<file path="src/rtl/spi_sclk_generator.sv">
// SPI serial-clock generator: run-time half-period divider, CPOL/CPHA modes and
// fixed-length bursts, with per-edge sample/shift strobes for the shift datapath.
module spi_sclk_generator #(
   parameter int DIV_WIDTH = 8,
   parameter int MAX_BITS  = 32,
   localparam int CNT_W    = $clog2(MAX_BITS + 1)
) (
   input  logic                 clkIn,
   input  logic                 rst,
   input  logic                 start,
   input  logic                 abort,
   input  logic [DIV_WIDTH-1:0] halfDiv,
   input  logic [CNT_W-1:0]     numBits,
   input  logic                 cpol,
   input  logic                 cpha,
   output logic                 sclk,
   output logic                 busy,
   output logic                 done,
   output logic                 sampleStrobe,
   output logic                 shiftStrobe
);

   typedef enum logic [1:0] {IDLE, RUN, TAIL} state_t;

   state_t               state;
   logic [DIV_WIDTH-1:0] h_q;
   logic [CNT_W-1:0]     n_q;
   logic                 cpol_q;
   logic                 cpha_q;
   logic [DIV_WIDTH-1:0] hcnt;
   logic [CNT_W:0]       edge_cnt;

   logic [DIV_WIDTH-1:0] h_in;
   logic [CNT_W-1:0]     n_in;
   logic [DIV_WIDTH-1:0] h_last;
   logic [CNT_W:0]       two_n;
   logic [CNT_W:0]       edge_nxt;
   logic                 half_end;

   assign h_in     = (halfDiv == '0) ? DIV_WIDTH'(1) : halfDiv;
   assign n_in     = (numBits > CNT_W'(MAX_BITS)) ? CNT_W'(MAX_BITS) : numBits;
   assign h_last   = h_q - DIV_WIDTH'(1);
   assign two_n    = {n_q, 1'b0};
   assign edge_nxt = edge_cnt + (CNT_W + 1)'(1);
   assign half_end = (hcnt == h_last);

   always_ff @(posedge clkIn or posedge rst) begin
      if (rst) begin
         state        <= IDLE;
         h_q          <= DIV_WIDTH'(1);
         n_q          <= '0;
         cpol_q       <= 1'b0;
         cpha_q       <= 1'b0;
         hcnt         <= '0;
         edge_cnt     <= '0;
         sclk         <= 1'b0;
         busy         <= 1'b0;
         done         <= 1'b0;
         sampleStrobe <= 1'b0;
         shiftStrobe  <= 1'b0;
      end else begin
         done         <= 1'b0;
         sampleStrobe <= 1'b0;
         shiftStrobe  <= 1'b0;
         if (abort) begin
            // abort outranks everything, including a start seen in IDLE
            state    <= IDLE;
            sclk     <= cpol_q;
            busy     <= 1'b0;
            hcnt     <= '0;
            edge_cnt <= '0;
         end else begin
            case (state)
               IDLE: begin
                  sclk <= cpol;
                  if (start) begin
                     h_q      <= h_in;
                     n_q      <= n_in;
                     cpol_q   <= cpol;
                     cpha_q   <= cpha;
                     hcnt     <= '0;
                     edge_cnt <= '0;
                     busy     <= 1'b1;
                     state    <= (n_in == '0) ? TAIL : RUN;
                  end
               end
               RUN: begin
                  if (half_end) begin
                     hcnt     <= '0;
                     sclk     <= ~sclk;
                     edge_cnt <= edge_nxt;
                     // odd edges lead, even edges trail; the final trailing edge never shifts
                     if (edge_nxt[0]) begin
                        if (cpha_q) shiftStrobe  <= 1'b1;
                        else        sampleStrobe <= 1'b1;
                     end else begin
                        if (cpha_q)                   sampleStrobe <= 1'b1;
                        else if (edge_nxt != two_n)   shiftStrobe  <= 1'b1;
                     end
                     if (edge_nxt == two_n) state <= TAIL;
                  end else begin
                     hcnt <= hcnt + DIV_WIDTH'(1);
                  end
               end
               TAIL: begin
                  sclk <= cpol_q;
                  if (half_end) begin
                     hcnt  <= '0;
                     done  <= 1'b1;
                     busy  <= 1'b0;
                     state <= IDLE;
                  end else begin
                     hcnt <= hcnt + DIV_WIDTH'(1);
                  end
               end
               default: state <= IDLE;
            endcase
         end
      end
   end

endmodule
</file>
<file path="config.mk">
export PLATFORM = sky130hd
export DESIGN_NAME = spi_sclk_generator
export DESIGN_NICKNAME = d
export VERILOG_FILES = /design/src/rtl/spi_sclk_generator.sv
export SDC_FILE = /design/constraint.sdc
export NUM_CORES = 1
export LEC_CHECK = 0
export ABC_AREA = 1
export CAP_MARGIN = 10
export CORE_ASPECT_RATIO = 0.8
export CORE_UTILIZATION = 35
export DETAILED_ROUTE_END_ITERATION = 6
export HOLD_SLACK_MARGIN = 0.05
export PLACE_DENSITY_LB_ADDON = 0.25
export SLEW_MARGIN = 20
export SYNTH_ARGS = -nofsm -noshare
export SYNTH_HDL_FRONTEND = slang
export SYNTH_SLANG_ARGS = --single-unit
</file>
<file path="constraint.sdc">
create_clock -name clkIn -period 2.8 [get_ports clkIn]
set_clock_uncertainty 0.1 [all_clocks]
set_input_delay 0.56 -clock clkIn [delete_from_list [all_inputs] [get_ports clkIn]]
set_output_delay 0.56 -clock clkIn [all_outputs]
set_load 0.01 [all_outputs]
</file>
[Yosys cells after proc, flatten, opt, wreduce, memory -nomap -nowiden]
Index checks and enable logic that the tools add are counted.
Storage, ports and cells
  register bits: 38
  input bits: 20
  output and inout port bits: 5
Operators by class
  add/subtract/negate cells: 3
  order comparisons: 1
  equal/unequal tests: 9
  mux-type cells: 39
  bitwise operators: 2
  reduce and logical (&&, ||, !) cells: 14
Operators with widths (count)
  2-to-1 mux 8 bit: 4
  2-to-1 mux 7 bit: 3
  2-to-1 mux 1 bit: 20
  case mux 8 bit (2 select lines): 1
  case mux 7 bit (2 select lines): 1
  2-to-1 mux 2 bit: 6
  inequality test 3 bit (second input constant): 4
  AND reduction 3 bit: 3
  nonzero test 3 bit: 3
  adder 8 x 1 -> 8 bit (second input constant): 1
  == test 8 bit: 1
  logical NOT 8 bit: 1
  subtractor 8 x 1 -> 8 bit (second input constant): 1
  adder 7 x 1 -> 7 bit (second input constant): 1
  == test 7 bit: 1
  inequality test 7 bit: 1
  greater-than comparator 6 bit (second input constant): 1
  logical NOT 6 bit: 1
  2-to-1 mux 6 bit: 1
  case mux 2 bit (3 select lines): 1
  AND reduction 2 bit: 2
  AND reduction 4 bit: 1
  nonzero test 4 bit: 1
  case mux 1 bit (3 select lines): 1
  other kinds (6): 7

[Longest topological paths before layout]
  depth in word-level cells: 8
  mapped depth: 16
  depth with buffers taken out: 16

[Least setup slack after synthesis]
OpenSTA, ideal clock, no wires.
  path type: reg2reg
  from: register h_q[0]
  to: register edge_cnt[0]
  library setup time: 0.117 ns
  arrival time: 1.889 ns
  data required time: 2.583 ns
  slack: 0.694 ns
  stages on the path, launching flop included: 17
  path buffers: 1
  period minus slack after synthesis: 2.106 ns
  cell sequence: dfstp_2 inv_2 ha_1 inv_1 nand2_1 nand2_1 nor2_1 nand2_1 nor2_1 nand2_1 nor2_2 nand2_2 nand2_4 nand3_4 buf_6 nand2_2 o21ai_2
On the way
  longest elaborated chain between the ends: 4
Ends and longest elaborated chain
  start, declared: line 26  | logic [DIV_WIDTH-1:0] h_q;
  start signal, assigned: line 77  | h_q <= h_in;
  subtractor 8 x 1 -> 8 bit: line 42  | assign h_last = h_q - DIV_WIDTH'(1);
  == test 8 bit: line 45  | assign half_end = (hcnt == h_last);
  inequality test 3 bit (no source line)
  AND reduction 3 bit (no source line)
  end signal, assigned: line 91  | edge_cnt <= edge_nxt;
  end, declared: line 31  | logic [CNT_W:0] edge_cnt;
Every way passes these cells.
A chain may end at the register's enable or synchronous reset.

[Final worst setup path]
  from: register h_q[0]
  to: register edge_cnt[4]
The elaborated chain is that of the path after synthesis.

==> flow_summary_export.csv <==
group,metric,value,unit
clock_tree,cts_made_buffers,5,
global_route,grt_use_total,0.164,
worst_hold_path,hp-class,"flop to flop",
detailed_routing,wirelength,5.33,mm
floorplan,coreArea,6540,um^2
yosys,postSynth.asyncResetShare,1.00,
yosys,synth_enable_flop_cells,0,
floorplan,die_w,95.2,um
critical_path,cp_data_required_time,2870,ps
pwr,p_per_area,864,nW/um^2
sta,fmax,0.424,GHz
global_route,grt_pass1_vias,2019,
clock_tree,cts_resized,0,
placed_design,place_congestion,0.869,
detailed_routing,drt_iter0_drc,99,
sta,hold_violations,0,
global_route,globalRouteOverflowTotal,0,
yosys,ys_seq_area_frac,0.392,
critical_path,timing.rr.end,"edge_cnt[4]$_DFFE_PP0P_",
clock_tree,ctsHoldBuffers,0,
global_route,grt_pass1_wl,9.41,mm
floorplan,die_area,7280,um^2
placed_design,place_inst,447,
clock_tree,cts.htree.levels,2,
sta,setup_tns,0,ps
sta,relSlewSlack,0.680,
cells_and_area,final_nets,396,
sta,setup_violations,0,
clock_tree,path_clk_slew,70,ps
yosys,postSynthAreaPerCell,7.17,um^2
pwr,ir_worst_vdd,0.314,mV
global_route,antenna_found_initial,0,
critical_path,worstSetupEndpointType,"flop",
detailed_routing,wl_per_cell,11.7,um
critical_path,worstPathMaxFanout,14,
sta,worst_pin_slew,480,ps
clock_tree,root_buffer,"clkbuf_8",
clock_tree,clk_latency,290,ps
worst_hold_path,min_from,"busy$_DFFE_PP0P_",
cells_and_area,instances_no_fill,455,
floorplan,fp-row-count,26,
detailed_routing,drcViolationCount,0,
clock_tree,cts_num_sinks,38,
cells_and_area,drive_gt1_frac,0.0997,
cells_and_area,antennaDiodeCount,0,
sta,slew_viol_final,0,
critical_path,reg2reg_from,"h_q[0]$_DFFE_PP1P_",
yosys,synthFlopType,"dfrtp_1",
job,drv_cap,0,
floorplan,io_pins,25,
placed_design,numPortBuffers,24,
yosys,synth_area_leader_cell,"dfrtp_1",
worst_hold_path,holdPathEnd,"busy$_DFFE_PP0P_",
global_route,grt_max_degree,39,
yosys,syn_nets,365,
sta,fin_crit,2360,ps
detailed_routing,avgViaCountPerCell,4.78,
status,status,"finished clean",
yosys,netlist.area_leader.share,0.381,
detailed_routing,routed-via-count,2176,
yosys,synth_warnings,0,
yosys,synth_cells,339,
cells_and_area,layout_commonest_cell,"nand2_1",
sta,finalCritPeriodShare,0.842,
yosys,ys_ff_latch,38,
worst_hold_path,min_path_cells,2,
pwr,leakagePower,0.00135,uW
detailed_routing,drt_first_pass_iters,4,
critical_path,path_class,"flop to flop",
clock_tree,clk_path_buf_depth,2,
floorplan,die_h,76.5,um
cells_and_area,synthToLayoutAreaGrowth,18.2,%
yosys,synth_area,2430,um^2
floorplan,start_util,0.372,
detailed_routing,antenna_left,0,
critical_path,startpoint_type,"flop",
placed_design,dp.final_hpwl,4.18,mm
clock_tree,cts_tree,"done",
yosys,synth_area_leaders,"dfrtp_1 (38%), nand2_1 (15%), inv_1 (7.4%), nand3_1 (5.8%), nor2_1 (4.6%)",
clock_tree,cts_setup_buffers,0,
critical_path,crit_arrival,2430,ps
sta,rsz0062_at_grt,"false",
critical_path,r2r_cells,15,
cells_and_area,final_cell_mix,"nand2_1 (99), inv_1 (48), dfrtp_1 (37)",
yosys,ys_types,36,
critical_path,reg2reg_slack,440,ps
pwr,p_total,2480,uW
[metrics by stage]
stage	cell area, um^2	hold WS, ps	setup slack, ps	util
floorplan	2430	369	694	-
global placement	2780	358	423	0.425
detailed placement	2780	365	431	0.425
CTS	2870	382	429	0.439
global route	2870	429	193	0.439
finish	2870	376	443	0.439
[sequential cells by signal, summed over array words and instances (netlist names)]
name,count
n_q,6
h_q,8
sclk,1
sampleStrobe,1
done,1
busy,1
cpol_q,1
cpha_q,1
hcnt,8
state,2
edge_cnt,7
shiftStrobe,1
[metal layers]
metal  GRT usage  up-vias  part of all wire
li1            -     1139                 -
met1       0.255      989              0.56
met2       0.231       44              0.40
met3      0.0329        4             0.037
met4      0.0318        0            0.0075
met5           0        -                 0
[report_power, final]
part	switching (uW)	internal [uW]	total [uW]
Sequential	162	713	875
Combinational	763	456	1220
Clock	187	201	388
Total	1110	1370	2480
[Yosys cell counts (all sizes together) (2+ instances only)]
master  number
ha           6
dfrtp       37
xor2         7
buf          2
nand3       30
a21oi        2
xnor2        3
inv         53
nor4         2
clkbuf       2
nand4        6
o21ai       31
nor2        34
nand2      106
nor3         3
o22ai        6
[layout make-up]
type | count | area (um^2)
clock buffer | 8 | 90.1
fill | 645 | 3670
inverter | 54 | 203
multi-input combinational | 243 | 1250
sequential | 38 | 952
tap | 84 | 105
timing repair buffer | 28 | 270
[critical path: stages (launching register included)]
cell and delay [ps]:
dfstp_2 550, inv_2 60, ha_1 310, inv_1 40, nand2_1 50, nand2_1 40
nor2_1 140, nand2_1 70, nor2_1 110, nand2_1 70, nor2_2 110, nand2_2 110
nand2_4 90, nand3_4 200, nand2_1 130, o21ai_2 50
[worst max path at each step]
stage	startpoint	cells after the start	endpoint	slack, ps
global route	h_q[0]$_DFFE_PP1P_	15	edge_cnt[4]$_DFFE_PP0P_	190
floorplan	h_q[0]$_DFFE_PP1P_	16	edge_cnt[0]$_DFFE_PP0P_	690
finish	h_q[0]$_DFFE_PP1P_	15	edge_cnt[4]$_DFFE_PP0P_	440
global placement	abort	7	hcnt[1]$_DFFE_PP0P_	420
CTS	h_q[0]$_DFFE_PP1P_	15	edge_cnt[4]$_DFFE_PP0P_	430
detailed placement	abort	7	hcnt[0]$_DFFE_PP0P_	430
[kinds of logic (layout without fill, tap and decap cells)]
kind of cell,Yosys count,after routing,synth area share
AOI/OAI and AO/OA,44,44,0.110
xor gates and xnor gates,10,10,0.0391
adders and majority gates,6,6,0.0309
buffers and inverters,58,90,0.0932
DFF,38,38,0.392
muxes,1,1,0.00412
and+or+nand+nor,182,182,0.331
(Power assumes the default switching activity.)
